**src/rtl/chan_coinc_detect_if.sv**
```systemverilog
// chan_coinc_detect_if
//   Bundles the sample/control inputs and the history/event outputs of the
//   coincidence detector so the block connects through one port.
//   Parameters must match those of the chan_coinc_detect instance it serves.
//   master : drives en, in_ch, mode, clr; observes hist, cls, coinc,
//            coinc_cnt, cnt_sat
//   slave  : the detector side (mirror of master)
interface chan_coinc_detect_if #(
  parameter int N_CH  = 4,
  parameter int DEPTH = 4,
  parameter int CNT_W = 8
) ();

  logic                    en;
  logic [N_CH-1:0]         in_ch;
  logic [1:0]              mode;
  logic                    clr;
  logic [N_CH*DEPTH-1:0]   hist;
  logic [2*N_CH-1:0]       cls;
  logic                    coinc;
  logic [CNT_W-1:0]        coinc_cnt;
  logic                    cnt_sat;

  modport master (
    output en, in_ch, mode, clr,
    input  hist, cls, coinc, coinc_cnt, cnt_sat
  );

  modport slave (
    input  en, in_ch, mode, clr,
    output hist, cls, coinc, coinc_cnt, cnt_sat
  );

endinterface

```
**src/rtl/chan_coinc_detect.sv**
```systemverilog
// chan_coinc_detect
//   N-channel history / coincidence detector. Each channel shifts its input
//   into a DEPTH-deep history on enabled cycles; each history is classified
//   (empty / seen-but-not-full-age / oldest sample set), and a one-cycle
//   coincidence pulse is raised one cycle after each sample when the channels
//   coincide under the selected mode. A saturating pulse counter with a
//   sticky saturation flag is kept.
// Ports
//   clk  : system clock, rising edge
//   arst : asynchronous reset, active-high
//   bus  : chan_coinc_detect_if.slave
//          en        sample enable (shift all histories)
//          in_ch     channel inputs, bit i = channel i
//          mode      0 LEVEL (all stable), 1 EDGE (all rising),
//                    2 ANY (>=2 active), 3 OFF
//          clr       synchronous clear of coinc_cnt / cnt_sat
//          hist      histories, hist[i*DEPTH +: DEPTH] = channel i, bit 0 newest
//          cls       per-channel class, cls[2i +: 2] = channel i
//          coinc     coincidence pulse
//          coinc_cnt saturating count of coinc pulses
//          cnt_sat   sticky: coinc_cnt reached all-ones
module chan_coinc_detect #(
  parameter int N_CH  = 4,
  parameter int DEPTH = 4,
  parameter int CNT_W = 8
) (
  input  logic                clk,
  input  logic                arst,
  chan_coinc_detect_if.slave  bus
);

  typedef enum logic [1:0] {
    MODE_LEVEL = 2'd0,
    MODE_EDGE  = 2'd1,
    MODE_ANY   = 2'd2,
    MODE_OFF   = 2'd3
  } mode_e;

  localparam int ACT_W = $clog2(N_CH + 1);

  logic [N_CH-1:0][DEPTH-1:0] hist_q;
  logic [N_CH-1:0][1:0]       cls_q;
  logic [N_CH-1:0][1:0]       cls_d;
  logic [N_CH-1:0]            stable;
  logic [N_CH-1:0]            rise;
  logic [N_CH-1:0]            act;
  logic [ACT_W-1:0]           act_cnt;
  logic                       cond;
  logic                       en_d_q;
  logic                       coinc_q;
  logic [CNT_W-1:0]           cnt_q;
  logic [CNT_W-1:0]           cnt_d;
  logic                       sat_q;
  logic                       sat_d;
  mode_e                      mode;

  assign mode = mode_e'(bus.mode);

  // History shift registers; only en moves them, clr leaves them alone.
  always_ff @(posedge clk or posedge arst) begin
    if (arst) begin
      hist_q <= '0;
    end else if (bus.en) begin
      for (int i = 0; i < N_CH; i++) begin
        hist_q[i] <= {hist_q[i][DEPTH-2:0], bus.in_ch[i]};
      end
    end
  end

  // Per-channel terms, all taken from the current (already registered)
  // history so evaluation sees the sample shifted in at the previous edge.
  always_comb begin
    stable = '0;
    rise   = '0;
    act    = '0;
    cls_d  = '0;
    for (int i = 0; i < N_CH; i++) begin
      stable[i] = &hist_q[i];
      rise[i]   = (hist_q[i][1:0] == 2'b01);
      act[i]    = hist_q[i][0];
      if (hist_q[i] == '0) begin
        cls_d[i] = 2'b00;
      end else if (hist_q[i][DEPTH-1]) begin
        cls_d[i] = 2'b11;
      end else begin
        cls_d[i] = 2'b01;
      end
    end
  end

  always_comb begin
    act_cnt = '0;
    for (int i = 0; i < N_CH; i++) begin
      act_cnt = act_cnt + ACT_W'(act[i]);
    end
  end

  always_comb begin
    cond = 1'b0;
    case (mode)
      MODE_LEVEL: cond = &stable;
      MODE_EDGE:  cond = &rise;
      MODE_ANY:   cond = (act_cnt >= ACT_W'(2));
      MODE_OFF:   cond = 1'b0;
      default:    cond = 1'b0;
    endcase
  end

  // en_d gates evaluation to the cycle right after a sample, which keeps
  // coinc to at most one pulse per sample even if en stays high.
  always_ff @(posedge clk or posedge arst) begin
    if (arst) begin
      cls_q   <= '0;
      en_d_q  <= 1'b0;
      coinc_q <= 1'b0;
    end else begin
      cls_q   <= cls_d;
      en_d_q  <= bus.en;
      coinc_q <= en_d_q & cond;
    end
  end

  // Counter next state: clr wins over an increment in the same cycle;
  // the flag is set as the count lands on all-ones and stays until clr.
  always_comb begin
    cnt_d = cnt_q;
    sat_d = sat_q;
    if (bus.clr) begin
      cnt_d = '0;
      sat_d = 1'b0;
    end else begin
      if (coinc_q && (cnt_q != '1)) begin
        cnt_d = cnt_q + CNT_W'(1);
      end
      if (cnt_d == '1) begin
        sat_d = 1'b1;
      end
    end
  end

  always_ff @(posedge clk or posedge arst) begin
    if (arst) begin
      cnt_q <= '0;
      sat_q <= 1'b0;
    end else begin
      cnt_q <= cnt_d;
      sat_q <= sat_d;
    end
  end

  assign bus.hist      = hist_q;
  assign bus.cls       = cls_q;
  assign bus.coinc     = coinc_q;
  assign bus.coinc_cnt = cnt_q;
  assign bus.cnt_sat   = sat_q;

endmodule

```
**src/flat_wrapper.sv**
```systemverilog
// flat-port wrapper written by rule: the top's interface ports become plain ports
module chan_coinc_detect_flat 
#(
  parameter int N_CH  = 4,
  parameter int DEPTH = 4,
  parameter int CNT_W = 8
)
  (clk, arst, bus_en, bus_in_ch, bus_mode, bus_clr, bus_hist, bus_cls, bus_coinc, bus_coinc_cnt, bus_cnt_sat);
  chan_coinc_detect_if #(.N_CH(N_CH), .DEPTH(DEPTH), .CNT_W(CNT_W)) bus_i ();
  input  logic clk;
  input  logic arst;
  input wire logic [$bits(bus_i.en)-1:0] bus_en;
  input wire logic [$bits(bus_i.in_ch)-1:0] bus_in_ch;
  input wire logic [$bits(bus_i.mode)-1:0] bus_mode;
  input wire logic [$bits(bus_i.clr)-1:0] bus_clr;
  output wire logic [$bits(bus_i.hist)-1:0] bus_hist;
  output wire logic [$bits(bus_i.cls)-1:0] bus_cls;
  output wire logic [$bits(bus_i.coinc)-1:0] bus_coinc;
  output wire logic [$bits(bus_i.coinc_cnt)-1:0] bus_coinc_cnt;
  output wire logic [$bits(bus_i.cnt_sat)-1:0] bus_cnt_sat;
  assign bus_i.en = bus_en;
  assign bus_i.in_ch = bus_in_ch;
  assign bus_i.mode = bus_mode;
  assign bus_i.clr = bus_clr;
  assign bus_hist = bus_i.hist;
  assign bus_cls = bus_i.cls;
  assign bus_coinc = bus_i.coinc;
  assign bus_coinc_cnt = bus_i.coinc_cnt;
  assign bus_cnt_sat = bus_i.cnt_sat;
  chan_coinc_detect #(.N_CH(N_CH), .DEPTH(DEPTH), .CNT_W(CNT_W)) u_core (.clk(clk), .arst(arst), .bus(bus_i));
endmodule
```
**config.mk**
```make
export PLATFORM = sky130hd
export DESIGN_NAME = chan_coinc_detect_flat
export DESIGN_NICKNAME = d
export VERILOG_FILES = /design/src/rtl/chan_coinc_detect_if.sv /design/src/rtl/chan_coinc_detect.sv /design/src/flat_wrapper.sv
export SDC_FILE = /design/constraint.sdc
export NUM_CORES = 1
export LEC_CHECK = 0
export ABC_AREA = 0
export CORE_AREA = 8 8 71 73
export CTS_BUF_LIST = sky130_fd_sc_hd__clkbuf_4 sky130_fd_sc_hd__clkbuf_8 sky130_fd_sc_hd__clkbuf_16
export DETAILED_ROUTE_END_ITERATION = 7
export DIE_AREA = 0 0 79 81
export GPL_ROUTABILITY_DRIVEN = 1
export MAX_ROUTING_LAYER = met4
export PLACE_DENSITY = 0.73
export SLEW_MARGIN = 20
export SYNTH_ARGS = -nofsm -noshare
export SYNTH_HDL_FRONTEND = slang
export SYNTH_SLANG_ARGS = --single-unit
```
**constraint.sdc**
```tcl
create_clock -name clk -period 1.49 [get_ports clk]
set_input_delay 0.149 -clock clk [delete_from_list [all_inputs] [get_ports clk]]
set_output_delay 0.149 -clock clk [all_outputs]
set_load 0.05 [all_outputs]
```
[After elaboration in Yosys (flattened, before gate mapping)]
Cells that the tools add are included.
Word-level totals
  memories kept: 0
  bits in writable memories: 0
  bits in read-only memories: 0
  word-level logic and storage cells: 50
  register bits: 35
  output and inout port bits: 34
  latch bits: 0
Cells by class
  div/mod/pow operators: 0
  add/subtract/negate cells: 4
  bitwise gates (word level): 1
  magnitude comparators: 1
  $mul: 0
  shift-type cells: 0
  equality and inequality tests: 9
  multiplexer cells: 14
  reduce and logical (&&, ||, !) cells: 9
Operators with widths (number)
  8-bit two-way mux: 3
  4-bit logical NOT: 4
  2-bit two-way mux: 8
  16-bit AND reduction: 1
  2-bit by 1-bit == test with 1-bit output (second input constant): 5
  8-bit by 1-bit adder with 8-bit output (second input constant): 1
  8-bit == test (second input constant): 1
  8-bit != test (second input constant): 1
  3-bit by 1-bit adder with 3-bit output: 2
  2-bit == test (second input constant): 2
  1-bit one-hot mux with 4 select lines: 1
  4-bit AND reduction: 1
  3-bit by 2-bit greater-or-equal comparator with 1-bit output (second input constant): 1
  1-bit by 1-bit adder with 2-bit output: 1
  2-bit logical NOT: 1
  1-bit two-way mux: 2
  2-bit nonzero test: 1
  1-bit bitwise AND: 1
  1-bit logical AND: 1

[Depth between registers and ports, before layout]
Gate-level depths: netlist of run 1.
  word-level depth: 7
  depth in mapped cells: 6

[Least setup slack after synthesis of run 1]
No wires, ideal clock.
  kind: register -> register
  start point: register u_core.cnt_q[0], in the netlist u_core.bus.coinc_cnt[0]
  end point: register u_core.sat_q, in the netlist u_core.bus.cnt_sat
  setup slack: -0.493 ns
  data arrival time: 1.872 ns
  library setup time: 0.111 ns
  path buffers: 0
  data required time: 1.379 ns
  stages on the path, launching flop included: 6
  clock period less this slack: 1.983 ns
  cell sequence: dfrtp_1 ha_1 nand4_2 o32ai_2 o2111ai_1 a222oi_1
On the way
  word-level cells in the longest chain between the ends: 6
  elaborated cells on any way between the ends: 7
  those cells by class: add/sub (1); eq/ne (2); mux (2); reduce/logical (2)
Ends and longest elaborated chain
  start: declaration: line chan_coinc_detect.sv:51  | logic [CNT_W-1:0] cnt_q;
  start signal: assignment: line chan_coinc_detect.sv:146  | cnt_q <= cnt_d;
  branches (longest 2 deep; another with 8-bit by 1-bit adder with 8-bit output)
  8-bit two-way mux *: line chan_coinc_detect.sv:132  | if (coinc_q && (cnt_q != '1)) begin
  8-bit two-way mux *: line chan_coinc_detect.sv:128  | if (bus.clr) begin
  8-bit == test *: line chan_coinc_detect.sv:135  | if (cnt_d == '1) begin
  2-bit nonzero test (no source line) *
  end signal: assignment: line chan_coinc_detect.sv:147  | sat_q <= sat_d;
  end: declaration: line chan_coinc_detect.sv:53  | logic sat_q;
Every way passes the cells marked *. The select of a mux whose other input is x is not followed.
A chain may end at the register's enable or synchronous reset.

[Final worst setup path of run 1]
Ends and elaborated chain as after synthesis.

==> results of run 1 <==
## per-layer routing
layer	part of all wire (%)	vias up	track usage [%]
li1	-	615	-
met1	43	633	14.7
met2	53	46	23.3
met3	4.3	2	3.86
met4	0.35	0	3.52
met5	0	-	-
## power by group
| part | internal [mW] | switching, mW | leakage [nW] |
|---|---|---|---|
| logic | 0.375 | 0.578 | 0.561 |
| registers | 1.07 | 0.137 | 0.405 |
| clock network | 0.440 | 0.313 | 0.0549 |
## cells by family after synthesis
kind of cell	share of synthesized area (%)
compound gates	9.12
xor+xnor	0.546
simple gates	17.2
flops	54.6
fa+ha+maj	2.34
buf+inv	3.74
mux	12.5
## cell usage in the layout (no fill, tap or decap), types with 2 or more instances in the layout
cell type	count
and4_1	2
inv_1	4
nor3_1	5
mux2i_1	2
nand2_1	8
ha_4	3
dfrtp_1	24
nor2_1	8
clkbuf_8	7
clkdlybuf4s50_1	9
nand4_1	3
a21oi_1	4
o21ba_2	2
buf_12	14
dfrtp_2	10
nand3_1	4
o21ai_0	2
nand2b_1	2
buf_4	37
or4_1	4
mux2_2	16
## flip-flops by register name, indices dropped and copies added, names as in the netlist
name / count
u_core.bus.hist: 16
u_core.bus.coinc_cnt: 8
u_core.bus.cnt_sat: 1
u_core.bus.cls: 8
u_core.en_d_q: 1
u_core.bus.coinc: 1
## layout make-up
type	count	area (sq um)
flip-flops and latches	35	892
multi-input cells	87	744
fillers	335	1450
inverters	4	15.0
clock buffers	8	104
repair buffers	60	648
well taps	50	62.6
## worst register-to-register path, cell delays in order (launching register included)
cell,delay (ns)
dfrtp_4,0.50
ha_4,0.20
and3_4,0.19
nor4b_4,0.20
a21oi_1,0.06
a222oi_1,0.28
## repair_timing
item / in CTS / in global routing
setup endpoints to repair: 2 / 2
setup buffers: 0 / 0
resized for setup: 0 / 3
pin swaps: 1 / 1
## stage by stage
step	power, mW	cell area (sq um)	hold slack [ns]	worst slack (ns)
3_5_place_dp	2.18	2340	0.451	-0.0621
5_1_grt	3.03	2470	0.221	-0.131
6_report	2.91	2470	0.207	-0.0411
2_1_floorplan	1.77	1680	0.180	-0.106
4_1_cts	2.95	2440	0.209	-0.0430
3_3_place_gp	2.16	2340	0.447	-0.00519
## worst max path at each step
stage | endpoint | slack (ns)
2_1_floorplan | u_core.bus.cnt_sat$_DFFE_PP0P_ | -0.11
3_3_place_gp | u_core.bus.cnt_sat$_DFFE_PP0P_ | -0.005
3_5_place_dp | u_core.bus.cnt_sat$_DFFE_PP0P_ | -0.06
4_1_cts | u_core.bus.cnt_sat$_DFFE_PP0P_ | -0.04
5_1_grt | u_core.bus.cnt_sat$_DFFE_PP0P_ | -0.13
6_report | u_core.bus.cnt_sat$_DFFE_PP0P_ | -0.04
==> flow_metrics.env, run 1 <==
export IMPL_wl_microns=4050
export IMPL_setup_tns_ns=-0.0464
export IMPL_netlist_instances=136
export IMPL_vias=1296
export IMPL_crit_type="reg -> reg"
export IMPL_max_freq_ghz=0.653
export IMPL_fin_nets=206
export IMPL_via_per_inst=5.31
export IMPL_ys_async_sr_fraction_pct=100
export IMPL_yosysMostFrequentCell="dfrtp_1"
export IMPL_placementRows=23
export IMPL_routedWlPerCell_microns=16.6
export IMPL_reg2regPathDepth=5
export IMPL_slowest_delay_ns=0.50
export IMPL_insertedDiodeCount=0
export IMPL_final_period_utilization_pct=103
export IMPL_yosys_most_used_dff="dfrtp_1"
export IMPL_synth_fp_nets=149
export IMPL_cts_buffers=5
export IMPL_ys_warn_count=0
export IMPL_postSynthAreaPerCell_sq_um=11.8
export IMPL_yosys_top_cells_area="dfrtp_1 (55%), mux2_2 (11%), ha_1 (2.3%)"
export IMPL_reg2reg_to="u_core.bus.cnt_sat$_DFFE_PP0P_"
export IMPL_clock_sinks=35
export IMPL_crit_family="flip-flops"
export IMPL_worstPathArrival_ns=1.70
export IMPL_grt_pass1_vias=1361
export IMPL_period_needed_ns=1.53
export IMPL_synth_top_area_share_pct=54.6
export IMPL_synth_edf_count=0
export IMPL_cp_cell_sequence="ha_4, and3_4, nor4b_4, a21oi_1, a222oi_1"
export IMPL_ys_ff_latch=35
export IMPL_grt_max_degree=36
export IMPL_cts_tree="done"
export IMPL_rsz0062_at_grt="true"
export IMPL_ys_seq_area_share_pct=54.6
export IMPL_r2r_start="u_core.bus.coinc_cnt[0]$_DFF_PP0_"
export IMPL_drt_iter0_markers=50
export IMPL_io_buffers=43
export IMPL_crit_buf_inv=0
export IMPL_h_tree_depth=2
export IMPL_cp_required_ns=1.66
export IMPL_max_slew_margin_pct=81.8
export IMPL_reg2reg_slack_ns=-0.04
export IMPL_yosysTopAreaCell="dfrtp_1"
export IMPL_hold_viol=0
export IMPL_synth_commonest_cells="dfrtp_1 (35), mux2_2 (16), nor2_1 (9), nand2_1 (8)"
export IMPL_dp_hpwl_microns=3130
export IMPL_outcome="complete, but fails checks"
export IMPL_synthesis_area_sq_um=1610
export IMPL_worst_pin_slew_ns=0.273
export IMPL_syn_to_final_growth_pct=53.6
export IMPL_setup_ws_ns=-0.0411
export IMPL_ir_drop_uv=971
export IMPL_violations="setup timing"
export IMPL_crit_path_start_kind="register"
export IMPL_drc=0
export IMPL_die_width_microns=79
export IMPL_finalClockSkew_ns=0.00698
export IMPL_core_sq_um=3910
export IMPL_antenna_found_initial=0
export IMPL_finalSetupViolations=2
export IMPL_place_inst=236
export IMPL_holdBufCountCts=0
export IMPL_finish_utilization_pct=63.0
export IMPL_cp_end_kind="register"
export IMPL_p_leak_nw=1.02
export IMPL_ant_nets=0
export IMPL_maxCapViolations=0
export IMPL_clock_root_buffer="clkbuf_8"
export IMPL_power_density_nw_per_um2=1180
export IMPL_crit_start="u_core.bus.coinc_cnt[0]$_DFF_PP0_"
export IMPL_grt_overflow=0
export IMPL_clk_latency_ns=0.28
export IMPL_gp_congestion=0.932
export IMPL_grt_pass1_wl_microns=6640
export IMPL_die_y_microns=81
export IMPL_worstSetupPathDepth=5
export IMPL_cts_path_max_buffers=2
export IMPL_synthDistinctLibCells=39
export IMPL_grt_usage_pct=13.4
export IMPL_firstDrtPassIters=4
export IMPL_cp_slowest_cell="dfrtp_4"
export IMPL_slew_viol_final=0
export IMPL_start_util_pct=41.0
export IMPL_drive_above_1_share_pct=51.0
export IMPL_cp_max_fo=6
export IMPL_clk_pin_slew_ns=0.07
export IMPL_ios=44
export IMPL_die_area_sq_um=6400
export IMPL_min_path_type="in -> async"
export IMPL_fin_cells=244
Power figures use the tool's default switching activity.
==> run 2: changes to the inputs <==
--- a/config.mk
+++ b/config.mk
@@ -6,6 +6,7 @@
 export NUM_CORES = 1
 export LEC_CHECK = 0
 export ABC_AREA = 0
+export ABC_CLOCK_PERIOD_IN_PS = 1490
 export CORE_AREA = 8 8 71 73
 export CTS_BUF_LIST = sky130_fd_sc_hd__clkbuf_4 sky130_fd_sc_hd__clkbuf_8 sky130_fd_sc_hd__clkbuf_16
 export DETAILED_ROUTE_END_ITERATION = 7
==> results of run 2 <==
Final layout, timing and power as in run 1 (identical DEF).
